File: src/rtl/local_mem_arb_if.sv
// local_mem_arb_if -- bundle of requester, shared-response and memory-side
// signals for local_mem_arb.
//   m0_*/m1_*   : per-requester req/we/lock/addr/wdata in, gnt/rvalid out
//   rdata       : registered read data shared by both requesters
//   mem_*       : memory addr/we/write data out, combinational read data in
//   err         : sticky out-of-range flag
// Modports: slave = arbiter side, master = requesters + memory side.
interface local_mem_arb_if #(
  parameter int DATA_WIDTH = 32
);
  logic                  m0_req;
  logic                  m1_req;
  logic                  m0_we;
  logic                  m1_we;
  logic                  m0_lock;
  logic                  m1_lock;
  logic [31:0]           m0_addr;
  logic [31:0]           m1_addr;
  logic [DATA_WIDTH-1:0] m0_wdata;
  logic [DATA_WIDTH-1:0] m1_wdata;
  logic                  m0_gnt;
  logic                  m1_gnt;
  logic                  m0_rvalid;
  logic                  m1_rvalid;
  logic [DATA_WIDTH-1:0] rdata;
  logic [31:0]           mem_addr;
  logic                  mem_we;
  logic [DATA_WIDTH-1:0] mem_wr_data;
  logic [DATA_WIDTH-1:0] mem_rd_data;
  logic                  err;

  modport slave (
    input  m0_req, m1_req, m0_we, m1_we, m0_lock, m1_lock,
           m0_addr, m1_addr, m0_wdata, m1_wdata, mem_rd_data,
    output m0_gnt, m1_gnt, m0_rvalid, m1_rvalid, rdata,
           mem_addr, mem_we, mem_wr_data, err
  );

  modport master (
    output m0_req, m1_req, m0_we, m1_we, m0_lock, m1_lock,
           m0_addr, m1_addr, m0_wdata, m1_wdata, mem_rd_data,
    input  m0_gnt, m1_gnt, m0_rvalid, m1_rvalid, rdata,
           mem_addr, mem_we, mem_wr_data, err
  );
endinterface

File: src/rtl/local_mem_arb.sv
// local_mem_arb -- two-requester arbiter in front of a single-port local
// memory with combinational read data. Round-robin on ties, with an
// optional lock that lets the owner keep the memory across accesses.
// Ports:
//   clk   : clock, all state on rising edge
//   rst_n : asynchronous active-low reset
//   bus   : local_mem_arb_if.slave (requester, response and memory signals)
// Build option: define LOCAL_MEM_ARB_BOUND_CHECK_EN to suppress accesses with
// addr >= DEPTH (no write, reads return 0) and set the sticky err flag.
//
// state | meaning
// IDLE  | no owner, memory outputs parked at 0
// OWN0  | requester 0 owns the memory this cycle
// OWN1  | requester 1 owns the memory this cycle
module local_mem_arb #(
  parameter int DATA_WIDTH = 32,
  parameter int DEPTH      = 256
) (
  input logic           clk,
  input logic           rst_n,
  local_mem_arb_if.slave bus
);

  typedef enum logic [1:0] {IDLE, OWN0, OWN1} state_t;

  state_t                state;
  state_t                state_nxt;
  logic                  last_served;
  logic                  last_served_nxt;
  logic                  gnt0;
  logic                  gnt1;
  logic                  rd_fire;
  logic                  oob_acc;
  logic [31:0]           mem_addr_c;
  logic                  mem_we_c;
  logic [DATA_WIDTH-1:0] mem_wd_c;
  logic [DATA_WIDTH-1:0] rd_capture;
  logic [DATA_WIDTH-1:0] rdata_q;
  logic                  rvalid0_q;
  logic                  rvalid1_q;

  if (DEPTH < 1) begin : g_bad_depth
    $error("local_mem_arb: DEPTH must be at least 1");
  end

  always_ff @(posedge clk or negedge rst_n) begin
    if (!rst_n) state <= IDLE;
    else        state <= state_nxt;
  end

  // Tie-break uses last_served as it will be after this edge, so an
  // access granted in this very cycle already counts; otherwise two
  // contending unlocked requesters would not alternate.
  assign last_served_nxt = gnt0 ? 1'b0 : (gnt1 ? 1'b1 : last_served);

  always_comb begin
    state_nxt = IDLE;
    if (state == OWN0 && bus.m0_req && bus.m0_lock)      state_nxt = OWN0;
    else if (state == OWN1 && bus.m1_req && bus.m1_lock) state_nxt = OWN1;
    else if (bus.m0_req && bus.m1_req)                   state_nxt = last_served_nxt ? OWN0 : OWN1;
    else if (bus.m0_req)                                 state_nxt = OWN0;
    else if (bus.m1_req)                                 state_nxt = OWN1;
  end

  always_comb begin
    gnt0       = 1'b0;
    gnt1       = 1'b0;
    mem_addr_c = '0;
    mem_wd_c   = '0;
    mem_we_c   = 1'b0;
    unique case (state)
      OWN0: begin
        gnt0       = bus.m0_req;
        mem_addr_c = bus.m0_addr;
        mem_wd_c   = bus.m0_wdata;
        mem_we_c   = bus.m0_we & bus.m0_req;
      end
      OWN1: begin
        gnt1       = bus.m1_req;
        mem_addr_c = bus.m1_addr;
        mem_wd_c   = bus.m1_wdata;
        mem_we_c   = bus.m1_we & bus.m1_req;
      end
      default: ;
    endcase
    if (oob_acc) begin
      mem_we_c   = 1'b0;
      mem_addr_c = '0;
    end
  end

  assign rd_fire = (gnt0 & ~bus.m0_we) | (gnt1 & ~bus.m1_we);

`ifdef LOCAL_MEM_ARB_BOUND_CHECK_EN
  logic err_q;

  assign oob_acc = ((state == OWN0) && bus.m0_req && (bus.m0_addr >= 32'(DEPTH))) ||
                   ((state == OWN1) && bus.m1_req && (bus.m1_addr >= 32'(DEPTH)));
  assign rd_capture = oob_acc ? '0 : bus.mem_rd_data;

  always_ff @(posedge clk or negedge rst_n) begin
    if (!rst_n)       err_q <= 1'b0;
    else if (oob_acc) err_q <= 1'b1;
  end

  assign bus.err = err_q;
`else
  assign oob_acc    = 1'b0;
  assign rd_capture = bus.mem_rd_data;
  assign bus.err    = 1'b0;
`endif

  always_ff @(posedge clk or negedge rst_n) begin
    if (!rst_n) begin
      last_served <= 1'b1;
      rdata_q     <= '0;
      rvalid0_q   <= 1'b0;
      rvalid1_q   <= 1'b0;
    end else begin
      last_served <= last_served_nxt;
      rvalid0_q   <= gnt0 & ~bus.m0_we;
      rvalid1_q   <= gnt1 & ~bus.m1_we;
      if (rd_fire) rdata_q <= rd_capture;
    end
  end

  assign bus.m0_gnt      = gnt0;
  assign bus.m1_gnt      = gnt1;
  assign bus.mem_addr    = mem_addr_c;
  assign bus.mem_we      = mem_we_c;
  assign bus.mem_wr_data = mem_wd_c;
  assign bus.rdata       = rdata_q;
  assign bus.m0_rvalid   = rvalid0_q;
  assign bus.m1_rvalid   = rvalid1_q;

endmodule

File: src/flat_wrapper.sv
// flat-port wrapper written by rule: the top's interface ports become plain ports
module local_mem_arb_flat 
#(
  parameter int DATA_WIDTH = 32,
  parameter int DEPTH      = 256
)
  (clk, rst_n, bus_m0_req, bus_m1_req, bus_m0_we, bus_m1_we, bus_m0_lock, bus_m1_lock, bus_m0_addr, bus_m1_addr, bus_m0_wdata, bus_m1_wdata, bus_mem_rd_data, bus_m0_gnt, bus_m1_gnt, bus_m0_rvalid, bus_m1_rvalid, bus_rdata, bus_mem_addr, bus_mem_we, bus_mem_wr_data, bus_err);
  local_mem_arb_if #(.DATA_WIDTH(DATA_WIDTH)) bus_i ();
  input logic clk;
  input logic rst_n;
  input wire logic [$bits(bus_i.m0_req)-1:0] bus_m0_req;
  input wire logic [$bits(bus_i.m1_req)-1:0] bus_m1_req;
  input wire logic [$bits(bus_i.m0_we)-1:0] bus_m0_we;
  input wire logic [$bits(bus_i.m1_we)-1:0] bus_m1_we;
  input wire logic [$bits(bus_i.m0_lock)-1:0] bus_m0_lock;
  input wire logic [$bits(bus_i.m1_lock)-1:0] bus_m1_lock;
  input wire logic [$bits(bus_i.m0_addr)-1:0] bus_m0_addr;
  input wire logic [$bits(bus_i.m1_addr)-1:0] bus_m1_addr;
  input wire logic [$bits(bus_i.m0_wdata)-1:0] bus_m0_wdata;
  input wire logic [$bits(bus_i.m1_wdata)-1:0] bus_m1_wdata;
  input wire logic [$bits(bus_i.mem_rd_data)-1:0] bus_mem_rd_data;
  output wire logic [$bits(bus_i.m0_gnt)-1:0] bus_m0_gnt;
  output wire logic [$bits(bus_i.m1_gnt)-1:0] bus_m1_gnt;
  output wire logic [$bits(bus_i.m0_rvalid)-1:0] bus_m0_rvalid;
  output wire logic [$bits(bus_i.m1_rvalid)-1:0] bus_m1_rvalid;
  output wire logic [$bits(bus_i.rdata)-1:0] bus_rdata;
  output wire logic [$bits(bus_i.mem_addr)-1:0] bus_mem_addr;
  output wire logic [$bits(bus_i.mem_we)-1:0] bus_mem_we;
  output wire logic [$bits(bus_i.mem_wr_data)-1:0] bus_mem_wr_data;
  output wire logic [$bits(bus_i.err)-1:0] bus_err;
  assign bus_i.m0_req = bus_m0_req;
  assign bus_i.m1_req = bus_m1_req;
  assign bus_i.m0_we = bus_m0_we;
  assign bus_i.m1_we = bus_m1_we;
  assign bus_i.m0_lock = bus_m0_lock;
  assign bus_i.m1_lock = bus_m1_lock;
  assign bus_i.m0_addr = bus_m0_addr;
  assign bus_i.m1_addr = bus_m1_addr;
  assign bus_i.m0_wdata = bus_m0_wdata;
  assign bus_i.m1_wdata = bus_m1_wdata;
  assign bus_i.mem_rd_data = bus_mem_rd_data;
  assign bus_m0_gnt = bus_i.m0_gnt;
  assign bus_m1_gnt = bus_i.m1_gnt;
  assign bus_m0_rvalid = bus_i.m0_rvalid;
  assign bus_m1_rvalid = bus_i.m1_rvalid;
  assign bus_rdata = bus_i.rdata;
  assign bus_mem_addr = bus_i.mem_addr;
  assign bus_mem_we = bus_i.mem_we;
  assign bus_mem_wr_data = bus_i.mem_wr_data;
  assign bus_err = bus_i.err;
  local_mem_arb #(.DATA_WIDTH(DATA_WIDTH), .DEPTH(DEPTH)) u_core (.clk(clk), .rst_n(rst_n), .bus(bus_i));
endmodule
File: config.mk
export PLATFORM = sky130hd
export DESIGN_NAME = local_mem_arb_flat
export DESIGN_NICKNAME = d
export VERILOG_FILES = /design/src/rtl/local_mem_arb_if.sv /design/src/rtl/local_mem_arb.sv /design/src/flat_wrapper.sv
export SDC_FILE = /design/constraint.sdc
export NUM_CORES = 1
export LEC_CHECK = 0
export CORE_AREA = 2 2 104 106
export CTS_CLUSTER_DIAMETER = 50
export DETAILED_ROUTE_END_ITERATION = 10
export DIE_AREA = 0 0 106 108
export HOLD_SLACK_MARGIN = 0.12
export PLACE_DENSITY_LB_ADDON = 0.15
export SLEW_MARGIN = 20
export SYNTH_ARGS = -nofsm -noshare
export SYNTH_HDL_FRONTEND = slang
export SYNTH_SLANG_ARGS = --single-unit
File: constraint.sdc
create_clock -name clk -period 2.2 [get_ports clk]
set_input_delay 0.66 -clock clk [delete_from_list [all_inputs] [get_ports clk]]
set_output_delay 0.66 -clock clk [all_outputs]
set_load 0.02 [all_outputs]
==> results of run 1 <==
-- metrics by stage --
stage	setup slack, ns	area (um2)	TNS, ns	cells	hold slack (ns)
floorplan	0.0738	2280	0	246	0.364
global placement	-0.589	5210	-28.79	643	0.466
detailed placement	-0.613	5210	-29.74	643	0.474
CTS	-0.0759	5190	-1.04	655	0.422
global route	-0.107	5400	-4.94	654	0.449
finish	-0.0200	5400	-0.0734	654	0.416
-- report_power, final --
part           total [W]  switching, W  internal (W)
registers        0.00116      0.000154       0.00101
clock network   0.000699      0.000243      0.000456
logic            0.00344       0.00171       0.00172
-- cells by family (layout without fill, tap and decap cells) --
| family | Yosys count | count (layout) | share of synthesized area |
|---|---|---|---|
| adder cells (fa/ha/maj) | 2 | 2 | 0.0110 |
| other | 1 | 1 | 0.00165 |
| buffers and inverters | 30 | 302 | 0.0648 |
| flip-flops | 37 | 37 | 0.407 |
| multiplexers | 32 | 32 | 0.158 |
| AO/OA/AOI/OAI | 69 | 69 | 0.230 |
| AND/OR/NAND/NOR | 75 | 75 | 0.128 |
-- per-layer routing --
layer | part of all wire | up-vias | track usage | wire [um]
li1 | - | 1424 | - | -
met1 | 0.38 | 1432 | 0.203 | 3960
met2 | 0.53 | 151 | 0.312 | 5570
met3 | 0.069 | 16 | 0.0374 | 726
met4 | 0.024 | 0 | 0.0526 | 252
met5 | 0 | - | 0 | 0
-- cells in the final DEF, fill, tap and decap left out, types with 3 or more instances in the layout --
cell / netlist / final
sky130_fd_sc_hd__clkbuf_8: 0 / 5
sky130_fd_sc_hd__buf_4: 1 / 70
sky130_fd_sc_hd__mux2_1: 30 / 30
sky130_fd_sc_hd__a22oi_1: 64 / 42
sky130_fd_sc_hd__buf_2: 7 / 4
sky130_fd_sc_hd__a22oi_2: 0 / 22
sky130_fd_sc_hd__buf_6: 3 / 3
sky130_fd_sc_hd__dfrtp_1: 36 / 36
sky130_fd_sc_hd__buf_12: 0 / 10
sky130_fd_sc_hd__inv_1: 5 / 3
sky130_fd_sc_hd__clkdlybuf4s50_1: 0 / 198
sky130_fd_sc_hd__nand2_1: 4 / 4
sky130_fd_sc_hd__nor2_1: 67 / 65
-- worst register-to-register path, delay by kind of cell (launching register included) --
family,cells,cell delay [ns]
buf+inv,3,0.40
flops,1,0.42
fa+ha+maj,1,0.22
compound gates,1,0.07
simple gates,2,0.66
-- worst paths after layout --
check	from	end	slack, ns	cells after the start
worst max-delay path	u_core.state[0]	bus_mem_wr_data[12]	-0.02	6
worst min-delay path	rst_n	u_core.bus.rdata[18]	0.42	2
worst max register to register	u_core.state[0]	u_core.state[1]	0.31	7
worst min register to register	u_core.bus.rdata[26]	u_core.bus.rdata[26]	0.49	1
max in group asynchronous	rst_n	u_core.last_served	1.43	2
min in group clk	u_core.bus.rdata[26]	u_core.bus.rdata[26]	0.49	1
-- registers in the layout, indices dropped and copies added (netlist names) --
signal	flops
u_core.bus.m1_rvalid	1
u_core.bus.m0_rvalid	1
u_core.bus.rdata	32
u_core.state	2
u_core.last_served	1
-- cell type report --
type                    count  area [um2]  area share
clock buffers               5        68.8      0.0128
clock inverters             3        68.8      0.0128
inverters                   5        18.8     0.00348
multi-input cells         179        1340       0.249
flip-flops and latches     37         927       0.172
well taps                 136         170      0.0315
repair buffers            289        2800       0.519
-- what timing repair did --
action / in CTS / in global routing
cloned: 1 / 0
endpoints found under the setup margin: 67 / 66
buffers inserted: 3 / 0
gates resized for setup: 301 / 72
pin swaps: 1 / 1
==> impl_results.rst, run 1 <==
.. list-table::
   :header-rows: 1

   * - Metric
     - Value
   * - Result of the run
     - finished, violations left
   * - Violations in the final reports
     - setup timing
   * - Initial DRT Pass Iterations
     - 4
   * - CTS Root Buffer Type
     - sky130_fd_sc_hd__clkbuf_8
   * - Post-layout minimum cycle time
     - 2.22 ns
   * - FP Rows
     - 37
   * - Number of clock buffers inserted by TritonCTS
     - 5
   * - Number of buffers on the longest clock path
     - 2
   * - Path type of the worst setup path
     - reg2out
   * - RSZ-0062 raised after global routing
     - yes
   * - Final weighted congestion in routability-driven placement
     - 0.799
   * - Most instantiated cells after synthesis
     - 67 x sky130_fd_sc_hd__nor2_1, 64 x sky130_fd_sc_hd__a22oi_1, 36 x sky130_fd_sc_hd__dfrtp_1
   * - Clock tree from TritonCTS
     - built
   * - Post-DP HPWL
     - between 8 and 9 mm
   * - Most area-hungry cell type in the Yosys netlist
     - sky130_fd_sc_hd__dfrtp_1
   * - Clk sinks
     - 37
   * - Violation count after the first detailed-routing iteration
     - 120
   * - Overflow left after global routing
     - 0
   * - I/O pin count
     - 270
   * - Number of synthesized register bits
     - 37
   * - Final period utilization
     - 1.01
   * - CTS Hold Buffers Added
     - 0
   * - Share of the core filled with cells in the final layout
     - 0.527
   * - Number of flops mapped to enable cells by yosys
     - 0
   * - Global Route Usage Sum
     - 0.172
   * - Most used DFF post-synth
     - sky130_fd_sc_hd__dfrtp_1
   * - Leading cell type by number of instances after synthesis
     - sky130_fd_sc_hd__nor2_1
   * - Die X
     - 106 um
   * - Number of antenna diodes
     - 0
   * - Core box area
     - 10200 um2
   * - Fin. Hold Viols
     - 0
   * - Worst-path cell chain
     - inv_2 -> ha_4 -> buf_12 -> a22oi_1 -> nor2_1 -> buf_4
   * - H-tree levels
     - 2
   * - Final wirelength
     - approximately 11 mm
   * - HP Class
     - in2async
   * - Number of max-cap violations
     - 0
   * - CTS clk-pin slew, worst paths
     - 0.08 ns
   * - Async set-reset flop share out of synthesis
     - 1.00
   * - Global-route wire length before repair
     - 15.8 mm
   * - Initial Utilization
     - 0.223
   * - Final slew viol count
     - 0
   * - Total power of the final layout
     - 0.00529 W
   * - Buffers & Inverters on Critical Path
     - 3
   * - Required @ worst endpoint
     - ~1.5 ns
   * - Standby leakage power
     - 2.25 nW
   * - Count of endpoints failing setup in the final report
     - 7
   * - Largest net degree at the start of global routing
     - 38
   * - Data arrival time of the critical path
     - 1.56 ns
   * - Net count after synthesis
     - 416
   * - Maximum operating frequency
     - 450 MHz
   * - Yosys Warn Count
     - 0
   * - Port-buffer cells
     - ~270
   * - Cell variety after synth
     - 22
   * - Portion of the post-synthesis area used by sequential elements
     - 0.407
   * - DRC errors left
     - 0
   * - Crit path setup slack, layout
     - -0.0200 ns
   * - Slowest CP cell
     - sky130_fd_sc_hd__dfrtp_1
   * - Mean area per synthesized cell
     - 9.26 um2
   * - Via Count
     - just over 3k
   * - Peak ir drop on the vdd network
     - around 0.48 mV
   * - Synth Instances
     - 246
   * - Pwr per Cell Area
     - 981 nW/um2
   * - Synthesis-to-finish area growth
     - 137%
   * - Setup crit start kind
     - flop
   * - Netlist Area Pre-Place
     - 2280 um2
   * - Top-area cell type share of the netlist area
     - 0.395
   * - Largest fanout of any net on the critical path
     - 20
   * - Via-to-Cell Ratio
     - roughly 4.6
   * - Final setup skew
     - 0.00309 ns
   * - Final layout net count
     - 687
   * - Largest cells by area after synthesis
     - sky130_fd_sc_hd__dfrtp_1 40%, sky130_fd_sc_hd__a22oi_1 21%, sky130_fd_sc_hd__mux2_1 15%
   * - Fraction of final layout cells with drive strength greater than 1
     - 0.249
   * - Via count of the first global-routing pass
     - 3143
   * - Filler cells
     - just under 1k
   * - Insertion delay to the later sink of the worst-skew pair
     - 0.28 ns
   * - Wire per inst
     - 16.1 um
   * - Cell family with the largest share of critical-path delay
     - buffers and inverters
   * - Worst stage delay on the critical path
     - 0.42 ns
   * - Die ar.
     - 11400 um2
   * - Antenna violation net count after detailed routing
     - 0
   * - Sort of element at the end of the critical path
     - primary output
   * - Antenna violations before repair
     - 0
   * - Die H
     - about 110 um
No activity file was read; power rests on OpenSTA's default activity.
==> run 2: changes to the inputs <==
- SETUP_SLACK_MARGIN: default -> 0.05
==> impl_results.rst, run 2 (same netlist as run 1, synthesis figures left out) <==
.. list-table::
   :header-rows: 1

   * - Metric
     - Value
   * - DRC errors left
     - 0
   * - Top library cells by usage in the layout, fill and taps aside
     - 198 x sky130_fd_sc_hd__clkdlybuf4s50_1, 66 x sky130_fd_sc_hd__nor2_1, 58 x sky130_fd_sc_hd__buf_4
   * - Worst setup slack after placement
     - -0.613 ns
   * - Violation count after the first detailed-routing iteration
     - 92
   * - CP Depth
     - 7
   * - Sequential share of power
     - 0.216
   * - Initial Utilization
     - 0.223
   * - Number of buffers on the longest clock path
     - 2
   * - Cell family with the largest share of critical-path delay
     - buffers and inverters
   * - Count of endpoints failing setup in the final report
     - just over 60
   * - Final weighted congestion in routability-driven placement
     - 0.799
   * - Clk sinks
     - 37
   * - Total power of the final layout
     - 0.00536 W
   * - Global-route wire length before repair
     - 15.9 mm
   * - Sort of element at the end of the critical path
     - primary output
   * - Number of flip-flops under the largest register name
     - 32
   * - Data arrival time of the critical path
     - 1.60 ns
   * - Leading cell type in the layout, fill and taps excluded
     - sky130_fd_sc_hd__clkdlybuf4s50_1
   * - Worst-path cell chain
     - inv_2 -> ha_4 -> buf_12 -> buf_12 -> a22oi_1 -> nor2_1 -> buf_4
   * - Total instance count after detailed placement
     - around 640
   * - Pwr per Cell Area
     - 978 nW/um2
   * - Fin. Hold Viols
     - 0
   * - Largest fanout of any net on the critical path
     - 20
   * - Met1 global-route usage
     - 0.206
   * - Share of the core filled with cells in the final layout
     - 0.536
   * - Number of standard cells in the final layout excluding fillers
     - 658
   * - Last element of the critical path
     - bus_mem_wr_data[7]
   * - Final wirelength
     - approximately 11 mm
   * - Post-DP HPWL
     - roughly 8.5 mm
   * - Layer carrying the most global-route usage
     - met2
   * - Antenna violations before repair
     - 0
   * - Die ar.
     - between 10000 and 15000 um2
   * - Final slew viol count
     - 0
   * - Placement-stage cell area
     - 5210 um2
   * - Number of antenna diodes
     - 0
   * - Met2 demand-to-capacity share in global routing
     - 0.320
   * - Met3 track demand over resource in global routing
     - 0.0380
   * - Final period utilization
     - 1.03
   * - Via count of the first global-routing pass
     - 3170
   * - Insertion delay to the later sink of the worst-skew pair
     - roughly 0.28 ns
   * - Setup crit start kind
     - flop
   * - Clock tree from TritonCTS
     - built
   * - Buffers & Inverters on Critical Path
     - 4
   * - Depth of the worst register-to-register path
     - 8
   * - Fraction of final layout cells with drive strength greater than 1
     - 0.282
   * - Setup slack of the most critical reg-to-reg path
     - 0.31 ns
   * - CTS Hold Buffers Added
     - 0
   * - Most repeated library cell on the critical path
     - sky130_fd_sc_hd__buf_12
   * - H-tree levels
     - 2
   * - Port-buffer cells
     - 268
   * - Via-to-Cell Ratio
     - 4.59
   * - Worst stage delay on the critical path
     - approximately 0.40 ns
   * - Core box area
     - 10200 um2
   * - Maximum operating frequency
     - ~440 MHz
   * - Post-layout minimum cycle time
     - 2.26 ns
   * - Final standard cell area without fillers
     - 5480 um2
   * - Crit path setup slack, layout
     - -0.0642 ns
   * - Required @ worst endpoint
     - 1.54 ns
   * - Internal power
     - 0.00321 W
   * - Global Route Usage Sum
     - 0.174
   * - Largest net degree at the start of global routing
     - 38
   * - HP Class
     - in2async
   * - Via Count
     - about 3.0k
   * - Die H
     - 108 um
   * - Slowest CP cell
     - sky130_fd_sc_hd__dfrtp_1
   * - Overflow left after global routing
     - 0
   * - Antenna violation net count after detailed routing
     - 0
   * - Combinational cell fraction of total power
     - 0.654
   * - Result of the run
     - finished, violations left
   * - Die X
     - 106 um
   * - Clk pwr share
     - 0.130
   * - Net switching component of the power
     - 0.00215 W
   * - FP Rows
     - 37
   * - Launching point of the worst reg2reg path
     - u_core.state[0]
   * - Path type of the worst setup path
     - reg2out
   * - Number of clock buffers inserted by TritonCTS
     - 5
   * - Start point of the critical path
     - u_core.state[0]
   * - Sw Share
     - 0.401
   * - Synthesis-to-finish area growth
     - 141%
   * - Peak ir drop on the vdd network
     - 0.477 mV
   * - Number of max-cap violations
     - 0
   * - Final layout net count
     - around 690
   * - Crit Reg-Reg Endpoint
     - u_core.state[1]
   * - Initial DRT Pass Iterations
     - 6
   * - I/O pin count
     - 270
   * - Wire per inst
     - ~16 um
   * - Standby leakage power
     - 2.28 nW
   * - RSZ-0062 raised after global routing
     - yes
   * - Final setup skew
     - 0.00328 ns
   * - Violations in the final reports
     - setup timing
   * - CTS Root Buffer Type
     - sky130_fd_sc_hd__clkbuf_8
   * - CTS clk-pin slew, worst paths
     - 0.08 ns
==> run 2: cell count changes in the layout (fill, tap and decap cells not counted), sizes merged <==
cell           delta
buf               +6
clkbuf            -1
clkdlybuf4s15     -1
==> run 2: how the worst min path moves through the flow <==
| stage | startpoint | end | slack, ns | depth (start not counted) |
|---|---|---|---|---|
| global placement | u_core.bus.rdata[31] | u_core.bus.rdata[31] | 0.47 | 1 |
| CTS | rst_n | u_core.bus.rdata[24] | 0.42 | 2 |
| detailed placement | u_core.bus.rdata[26] | u_core.bus.rdata[26] | 0.47 | 1 |
| global route | rst_n | u_core.bus.rdata[25] | 0.45 | 2 |
| floorplan | rst_n | u_core.bus.m0_rvalid | 0.36 | 0 |
| finish | rst_n | u_core.bus.rdata[18] | 0.42 | 2 |
==> run 2: timing repair <==
item	in CTS	in global routing
setup endpoints to repair	67	67
gates cloned	1	0
gates resized for setup	324	52
endpoints found under the hold margin	0	0
pin swaps	2	4
setup buffers	6	1
==> run 2: routing by layer <==
layer,vias up,routed length [um]
li1,1433,-
met4,0,163
met3,12,746
met5,-,0
met1,1422,4030
met2,151,5720
==> run 2: layout make-up <==
| class | count | area [um2] |
|---|---|---|
| Fill cell | 959 | 4750 |
| Timing Repair Buffer | 293 | 2810 |
| Multi-Input combinational cell | 179 | 1420 |
| Sequential cell | 37 | 927 |
| Tap cell | 136 | 170 |
| Clock buffer | 5 | 68.8 |
| Clock inverter | 3 | 68.8 |
| Inverter | 5 | 18.8 |
==> run 2: power groups by stage <==
stage	Sequential (W)	Clock, W	Combinational (W)
final	0.00116	0.000699	0.00351
after global routing	0.00120	0.000759	0.00373
after CTS	0.00116	0.000725	0.00341
after detailed placement	0.00117	0	0.00338
after global placement	0.00115	0	0.00337
after floorplan	0.00154	0	0.00121
==> run 2: through the flow <==
step	setup TNS [ns]	hold WS (ns)
floorplan	0	0.364
global placement	-28.79	0.466
detailed placement	-29.74	0.474
CTS	-3.39	0.422
global route	-6.72	0.449
finish	-1.10	0.416
